--- src/rtl/display_write_sink.sv ---
// Display store sink: queues CPU pixel writes and drains them into the framebuffer port.
// A full-screen clear sweep runs after reset and on request, after queued writes drain.
module display_write_sink #(
    parameter int         FIFO_DEPTH  = 4,
    parameter logic [2:0] CLEAR_COLOR = 3'b000
) (
    input  logic        clk,
    input  logic        rst_n,
    input  logic        display_we,
    input  logic [13:0] display_data,
    input  logic        clear_req,
    output logic        fb_we,
    output logic [10:0] fb_addr,
    output logic [2:0]  fb_color,
    input  logic        fb_ready,
    output logic        busy,
    output logic        overflow
);

    // state | meaning
    // INIT  | one idle cycle after reset, no framebuffer writes
    // CLEAR | sweeping all 2048 addresses with CLEAR_COLOR
    // RUN   | draining queued CPU writes; waits for a drained FIFO before a requested clear
    localparam logic [1:0] ST_INIT  = 2'd0;
    localparam logic [1:0] ST_CLEAR = 2'd1;
    localparam logic [1:0] ST_RUN   = 2'd2;

    localparam int AW = $clog2(FIFO_DEPTH);

    logic [1:0]    state_q, state_d;
    logic [10:0]   sweep_q, sweep_d;
    logic          pend_q, pend_d;
    logic          ovf_q, ovf_d;
    logic [AW-1:0] wr_ptr_q, wr_ptr_d;
    logic [AW-1:0] rd_ptr_q, rd_ptr_d;
    logic [AW:0]   count_q, count_d;
    logic [13:0]   mem_q [FIFO_DEPTH];

    logic        fifo_empty;
    logic        fifo_full;
    logic [13:0] head;
    logic        accept;
    logic        pop;
    logic        push;
    logic        drop;

    assign fifo_empty = (count_q == '0);
    assign fifo_full  = (count_q == (AW+1)'(FIFO_DEPTH));
    assign head       = mem_q[rd_ptr_q];

    always_comb begin
        fb_we    = 1'b0;
        fb_addr  = '0;
        fb_color = '0;
        case (state_q)
            ST_CLEAR: begin
                fb_we    = 1'b1;
                fb_addr  = sweep_q;
                fb_color = CLEAR_COLOR;
            end
            ST_RUN: begin
                if (!fifo_empty) begin
                    fb_we    = 1'b1;
                    fb_addr  = head[10:0];
                    fb_color = head[13:11];
                end
            end
            default: begin
                fb_we = 1'b0;
            end
        endcase
    end

    assign accept = fb_we && fb_ready;
    assign pop    = (state_q == ST_RUN) && accept;
    // A full FIFO still takes a write when the head leaves in the same cycle.
    assign push   = display_we && (!fifo_full || pop);
    assign drop   = display_we && !push;

    assign wr_ptr_d = wr_ptr_q + AW'(push);
    assign rd_ptr_d = rd_ptr_q + AW'(pop);
    assign count_d  = count_q + (AW+1)'(push) - (AW+1)'(pop);
    assign ovf_d    = ovf_q | drop;

    always_comb begin
        state_d = state_q;
        sweep_d = sweep_q;
        pend_d  = pend_q;
        case (state_q)
            ST_INIT: begin
                state_d = ST_CLEAR;
            end
            ST_CLEAR: begin
                if (accept) begin
                    sweep_d = sweep_q + 11'd1;
                    if (sweep_q == '1) begin
                        pend_d  = 1'b0;
                        state_d = ST_RUN;
                    end
                end
            end
            ST_RUN: begin
                if (clear_req) begin
                    pend_d = 1'b1;
                end
                if (pend_q && (count_d == '0)) begin
                    state_d = ST_CLEAR;
                end
            end
            default: begin
                state_d = ST_INIT;
            end
        endcase
    end

    always_ff @(posedge clk or negedge rst_n) begin
        if (!rst_n) begin
            state_q  <= ST_INIT;
            sweep_q  <= '0;
            pend_q   <= 1'b0;
            ovf_q    <= 1'b0;
            wr_ptr_q <= '0;
            rd_ptr_q <= '0;
            count_q  <= '0;
        end else begin
            state_q  <= state_d;
            sweep_q  <= sweep_d;
            pend_q   <= pend_d;
            ovf_q    <= ovf_d;
            wr_ptr_q <= wr_ptr_d;
            rd_ptr_q <= rd_ptr_d;
            count_q  <= count_d;
        end
    end

    // Storage needs no reset; pointers and count define which entries are live.
    always_ff @(posedge clk) begin
        if (push) begin
            mem_q[wr_ptr_q] <= display_data;
        end
    end

    assign busy     = (state_q != ST_RUN) || pend_q || !fifo_empty;
    assign overflow = ovf_q;

endmodule

--- config.mk ---
export PLATFORM = sky130hd
export DESIGN_NAME = display_write_sink
export DESIGN_NICKNAME = d
export VERILOG_FILES = /design/src/rtl/display_write_sink.sv
export SDC_FILE = /design/constraint.sdc
export NUM_CORES = 1
export LEC_CHECK = 0
export CORE_MARGIN = 3
export CORE_UTILIZATION = 35
export CTS_CLUSTER_SIZE = 28
export DETAILED_ROUTE_END_ITERATION = 8
export GPL_TIMING_DRIVEN = 0
export PLACE_DENSITY_LB_ADDON = 0.12
export SETUP_SLACK_MARGIN = 0.3
export SYNTH_ARGS = -nofsm -noshare
export SYNTH_HDL_FRONTEND = slang
export SYNTH_SLANG_ARGS = --single-unit
--- constraint.sdc ---
create_clock -name clk -period 4.3 [get_ports clk]
set_input_delay 0.43 -clock clk [delete_from_list [all_inputs] [get_ports clk]]
set_output_delay 0.43 -clock clk [all_outputs]
set_load 0.005 [all_outputs]
# ---- After elaboration in Yosys (flattened, before gate mapping)
# Memory sizes are Yosys's and may differ from the RTL's.
# Cells that the tools add are included.
dict set report totals {
  ff_bits 22
  latchBits 0
  ramBits 56
  rom_bits 0
  inputBits 19
  out_inout_bits 17
  word_cells 57
  memories 1
}
# name words width rd rd_clocked_by_memory_dff wr line_no
set mem_list {}
lappend mem_list {mem_q 4 14 1 0 1 37} ;# logic [13:0] mem_q [FIFO_DEPTH];
dict set report classes {
  n_addsub 5
  mul 0
  div_mod_pow 0
  magnitude_cmp 0
  eq_ne 9
  shift 0
  muxes 16
  bitwise 1
  reduce_logical 18
}
# cell count
set op_table {}
lappend op_table {{11-bit one-hot mux with 2 select lines} 1}
lappend op_table {{11-bit by 1-bit adder with 11-bit output (second input constant)} 1}
lappend op_table {{11-bit == test (second input constant)} 1}
lappend op_table {{11-bit two-way mux} 1}
lappend op_table {{2-bit inequality test (second input constant)} 4}
lappend op_table {{3-bit zero test} 2}
lappend op_table {{1-bit two-way mux} 6}
lappend op_table {{2-bit two-way mux} 3}
lappend op_table {{3-bit two-way mux} 2}
lappend op_table {{2-bit one-hot mux with 3 select lines} 1}
lappend op_table {{1-bit logical AND} 5}
lappend op_table {{2-bit by 1-bit adder with 2-bit output} 2}
lappend op_table {{1-bit one-hot mux with 2 select lines} 2}
lappend op_table {{4-bit AND reduction} 1}
lappend op_table {{3-bit by 1-bit adder with 3-bit output} 1}
lappend op_table {{3-bit == test (second input constant)} 1}
lappend op_table {{1-bit zero test} 3}
lappend op_table {{1-bit logical OR} 3}
lappend op_table {{3-bit AND reduction} 1}
lappend op_table {{3-bit by 1-bit subtractor with 3-bit output} 1}
lappend op_table {{2-bit by 1-bit == test with 1-bit output (second input constant)} 1}
lappend op_table {{2-bit == test (second input constant)} 1}
lappend op_table {{2-bit zero test} 1}
lappend op_table {{2-bit by 1-bit inequality test with 1-bit output (second input constant)} 1}
lappend op_table {{other kinds (3)} 3}

# ---- Longest topological paths before layout
dict set report depth {
  word_depth 13
  mapped_depth 15
  mapped_depth_nobuf 14
}

# ---- Worst setup path before layout
# Ideal clock, no wire load.
dict set report synth_path {
  path_kind {register to register}
  start {register state_q[1]}
  end {register state_q[1]}
  setup_ns 0.125
  t_arrival_ns 3.141
  t_required_ns 4.175
  slack_ns 1.034
  path_stages_with_launch 16
  path_buffers 2
  synth_period_minus_slack_ns 3.266
  path_cell_list {dfrtp_1 -> inv_1 -> ha_1 -> clkbuf_1 -> clkbuf_1 -> inv_1 -> a21oi_1 -> ha_1 -> inv_1 -> ha_1 -> inv_1 -> fa_1 -> xnor2_1 -> xnor2_1 -> a221o_2 -> mux2_4}
}
dict set report synth_between {
  elab_chain_len 12
  word_cells_on_any_way 17
  cone_classes {add/sub (2); eq/ne (5); mux (2); reduce/logical (8)}
}
# item line_no
set synth_rtl {}
lappend synth_rtl {{start, declared} 30} ;# logic [1:0] state_q, state_d;
lappend synth_rtl {{start signal, assigned} 126} ;# state_q <= state_d;
lappend synth_rtl {{2-bit == test / 2-bit by 1-bit == test with 1-bit output (equally long branches)} {55, 75}}
lappend synth_rtl {{1-bit one-hot mux with 2 select lines} 55} ;# case (state_q)
lappend synth_rtl {{1-bit logical AND} 74} ;# assign accept = fb_we && fb_ready;
lappend synth_rtl {{1-bit logical AND *} 75} ;# assign pop = (state_q == ST_RUN) && accept;
lappend synth_rtl {{1-bit logical OR} 77} ;# assign push = display_we && (!fifo_full || pop);
lappend synth_rtl {{1-bit logical AND} 77}
lappend synth_rtl {{3-bit by 1-bit adder with 3-bit output} 82} ;# assign count_d = count_q + (AW+1)'(push) - (AW+1)'(pop);
lappend synth_rtl {{3-bit by 1-bit subtractor with 3-bit output *} 82}
lappend synth_rtl {{net count_d[2]} 36} ;# logic [AW:0] count_q, count_d;
lappend synth_rtl {{3-bit zero test *} 106} ;# if (pend_q && (count_d == '0)) begin
lappend synth_rtl {{1-bit logical AND *} 106}
lappend synth_rtl {{2-bit by 1-bit inequality test with 1-bit output (no source line) *} n/a}
lappend synth_rtl {{3-bit AND reduction (no source line) *} n/a}
# The timed path passes the listed nets; every way through them passes the cells marked *.
# A chain may end at the register's enable or synchronous reset.

# ---- Final worst setup path
# Same ends and word-level chain as after synthesis.

==> run_results.csv <==
group,metric,value,unit
sta,setup_viol,0,
floorplanning,placementRows,34,
logic_synthesis,syn-num-nets,236,
sta,fmax,271,MHz
route,post_drt_via_cell_ratio,4.82,
clocking,cts.htree.levels,3,
placed_design,numPlacedInstances,370,
route,drt_first_iter_violations,50,
sta,timing_hold_violations_final,0,
clocking,clock_tree_from_tritoncts,"built",
power,power.share.sequential,53.5,%
power,cellInternalPower,1.46,mW
final_layout,final_layout_size_suffix_gt1_share,15.0,%
logic_synthesis,synthMuxAreaShare,10.5,%
critical_path,worst-endpoint-required,4530,ps
global_routing,antenna_found_initial,0,
run_status,run_status,"finished, final reports clean",
global_routing,tot_gr_track_use,12.8,%
power,power.net_switching,551,µW
floorplanning,core_area,8980,µm²
job,maxCapViolCount,0,
final_layout,layout.nets,285,
critical_path,worst-endpoint-arrival,3920,ps
worst_hold_path,worstHoldPathType,"flop to flop",
critical_path,setup.worst_path.start_class,"flop",
logic_synthesis,synth_edf_count,56,
power,power.share.combinational,20.1,%
floorplanning,height_of_the_chip,104,µm
logic_synthesis,synth_top_flop_cell,"sky130_fd_sc_hd__edfxtp_1",
clocking,clock_tree.buffer_depth,2,
logic_synthesis,ys_types,31,
logic_synthesis,syn-cell-area,3330,µm²
sta,timing.slew.headroom,31.3,%
power,p_total,2.01,mW
worst_hold_path,hold_start,"overflow",
logic_synthesis,post_synth_xor_area_fraction,3.68,%
logic_synthesis,synth_top_family_by_area,"multiplexers",
final_layout,n_fill_cell,809,
clocking,total_cts_buffers,9,
worst_hold_path,worstHoldEndpoint,"overflow",
floorplanning,die-width,104,µm
clocking,post_cts.repair.setup_buffers,0,
logic_synthesis,synth_seq_area_share,67.0,%
clocking,ctsRootBufferMaster,"sky130_fd_sc_hd__clkbuf_8",
logic_synthesis,yosys.area_share.adder,4.36,%
critical_path,crit_path_end_kind,"flop",
final_layout,postLayoutCellArea,4090,µm²
floorplanning,design.portCount,36,
final_layout,fin_cells,386,
sta,grt_setup_unrepaired,"no",
placed_design,placement.cell_area,3890,µm²
final_layout,final_core_util,45.5,%
logic_synthesis,syn_inst,206,
power,power.share.clock,26.4,%
global_routing,globalRouteOverflowTotal,0,
logic_synthesis,avg_inst_size_synth,16.2,µm²
clocking,hold_fix_buffers_at_cts,0,
logic_synthesis,post_synth_and_or_nand_nor_area_fraction,8.34,%
clocking,clk_latency,340,ps
critical_path,reg2reg_depth,15,
placed_design,placement.setup.worst_slack,568,ps
logic_synthesis,synth-seq-cells,78,
sta,finClkSkew,8.98,ps
power,ir_drop,0.261,mV
logic_synthesis,synth.yosys.warnings,0,
power,cellLeakagePower,1.50,nW
route,drtAntennaViolNets,0,
sta,post-route-period-util,85.7,%
logic_synthesis,synth_compound_gate_area_share,4.24,%
power,power_density,493,nW/µm²
global_routing,grt_pass1_wl,10.5,mm
placed_design,io_buffers,35,
critical_path,worst-path-max-fanout,10,
final_layout,area_growth_syn_to_layout,22.7,%
floorplanning,initial_utilization,37.1,%
worst_hold_path,hold_depth,1,
sta,slew_violations,0,
sta,max_slew.worst_pin.slew,1030,ps
sta,fin_tns_setup,0,ps
critical_path,setup.worst_path.class,"flop to flop",
critical_path,timing.rr.start,"state_q[1]",
route,post_drt_wl_per_cell,16.3,µm
floorplanning,floorplan.die_area,10700,µm²
critical_path,regToRegEndpoint,"state_q[1]",
global_routing,first_global_vias,2029,
route,router_iterations_before_antenna_repair,4,
placed_design,dp_hpwl,4.44,mm
sta,layout_setup_ws,613,ps
power,switching_share,27.4,%
logic_synthesis,async_flop_share,28.2,%
critical_path,setup.reg_to_reg.worst_slack,610,ps
clocking,cts-resized-gates,0,
global_routing,grt_max_degree,23,
placed_design,globalplace.congestion,0.761,
route,route.final.wire_length,6.28,mm
sta,timing.hold.ws,475,ps
clocking,clkSlewWorstSetupHoldPaths,80,ps
sta,fin_crit,3690,ps
clocking,clock_sinks,78,
route,remaining_drc_errors,0,
route,count_of_vias_placed_by_the_detailed_router,1862,
final_layout,antenna-diode-count,0,
==> area by class of cell <==
class	instances	area (µm²)	share of cell area, %
buffer	8	31.3	0.766
clock buffer	11	131	3.22
clock inverter	5	58.8	1.44
inverter	8	30.0	0.735
multi-input combinational	112	1050	25.8
sequential	78	2230	54.6
tap	126	158	3.86
timing repair buffer	38	392	9.59
==> worst max-delay path: stages, from the launching register on <==
cell                       delay (ps)
sky130_fd_sc_hd__dfrtp_1          420
sky130_fd_sc_hd__inv_1            120
sky130_fd_sc_hd__ha_1             150
sky130_fd_sc_hd__clkbuf_1         270
sky130_fd_sc_hd__clkbuf_1         400
sky130_fd_sc_hd__inv_1             80
sky130_fd_sc_hd__a21oi_1          230
sky130_fd_sc_hd__ha_1             270
sky130_fd_sc_hd__inv_1             60
sky130_fd_sc_hd__ha_1             130
sky130_fd_sc_hd__inv_1             50
sky130_fd_sc_hd__fa_1             390
sky130_fd_sc_hd__xnor2_1          150
sky130_fd_sc_hd__xnor2_1          140
sky130_fd_sc_hd__a221o_2          430
sky130_fd_sc_hd__mux2_4           300
==> state kept, by name, summed over array words and instances, names as in the netlist <==
signal / flops
mem_q: 56
overflow: 1
sweep_q: 11
rd_ptr_q: 2
count_q: 3
state_q: 2
wr_ptr_q: 2
pend_q: 1
==> Yosys cell counts, types with 3 or more instances <==
cell	count	share of area, %
sky130_fd_sc_hd__nor2_1	4	0.45
sky130_fd_sc_hd__edfxtp_1	56	50
sky130_fd_sc_hd__and2_1	3	0.56
sky130_fd_sc_hd__ha_1	10	3.8
sky130_fd_sc_hd__inv_1	8	0.90
sky130_fd_sc_hd__a22oi_1	10	2.3
sky130_fd_sc_hd__xnor2_1	6	1.6
sky130_fd_sc_hd__a21oi_1	3	0.45
sky130_fd_sc_hd__nand2_1	12	1.4
sky130_fd_sc_hd__xor2_1	8	2.1
sky130_fd_sc_hd__mux4_2	14	9.5
sky130_fd_sc_hd__dfrtp_1	22	17
sky130_fd_sc_hd__nor2b_1	11	2.1
sky130_fd_sc_hd__clkbuf_1	7	0.79
sky130_fd_sc_hd__nor3_1	6	0.90
sky130_fd_sc_hd__nand3_1	7	1.1
==> how the worst max path moves through the flow <==
stage	start	endpoint	slack [ps]	cells after the start
global placement	fb_ready	mem_q[1][11]	340	5
CTS	state_q[1]	state_q[1]	580	15
global route	state_q[1]	state_q[1]	310	15
detailed placement	state_q[1]	state_q[1]	570	15
finish	state_q[1]	state_q[1]	610	15
floorplan	state_q[1]	state_q[1]	1030	15
==> logic make-up after synthesis <==
kind of cell | count (synthesis)
buffers and inverters | 16
xor gates and xnor gates | 14
AOI/OAI and AO/OA | 19
DFF | 78
adders and majority gates | 11
and+or+nand+nor | 51
muxes | 17
==> routing by layer <==
| layer | wire length, µm | global-route usage [%] | up-vias | part of all wire, % |
|---|---|---|---|---|
| met2 | 3170 | 21.6 | 42 | 51 |
| met1 | 2740 | 15.5 | 939 | 44 |
| met4 | 103 | 4.65 | 0 | 1.6 |
| met5 | 0 | 0 | - | 0 |
| met3 | 262 | 4.10 | 8 | 4.2 |
| li1 | - | - | 873 | - |
==> power groups by stage <==
stage / Sequential [mW] / Clock (mW) / Combinational [mW]
after floorplan: 1.07 / 0 / 0.227
after global placement: 1.10 / 0 / 0.383
after detailed placement: 1.09 / 0 / 0.415
after CTS: 1.08 / 0.556 / 0.414
after global routing: 1.10 / 0.582 / 0.460
final: 1.08 / 0.532 / 0.405
==> cell usage in the layout, fill, tap and decap left out, types with 9 or more instances in the layout <==
| cell type | n |
|---|---|
| sky130_fd_sc_hd__a22oi_1 | 10 |
| sky130_fd_sc_hd__clkbuf_1 | 9 |
| sky130_fd_sc_hd__clkbuf_8 | 9 |
| sky130_fd_sc_hd__clkdlybuf4s50_1 | 35 |
| sky130_fd_sc_hd__dfrtp_1 | 22 |
| sky130_fd_sc_hd__edfxtp_1 | 56 |
| sky130_fd_sc_hd__ha_1 | 10 |
| sky130_fd_sc_hd__mux4_2 | 14 |
| sky130_fd_sc_hd__nand2_1 | 12 |
| sky130_fd_sc_hd__nor2b_1 | 11 |
(Power assumes the default switching activity.)
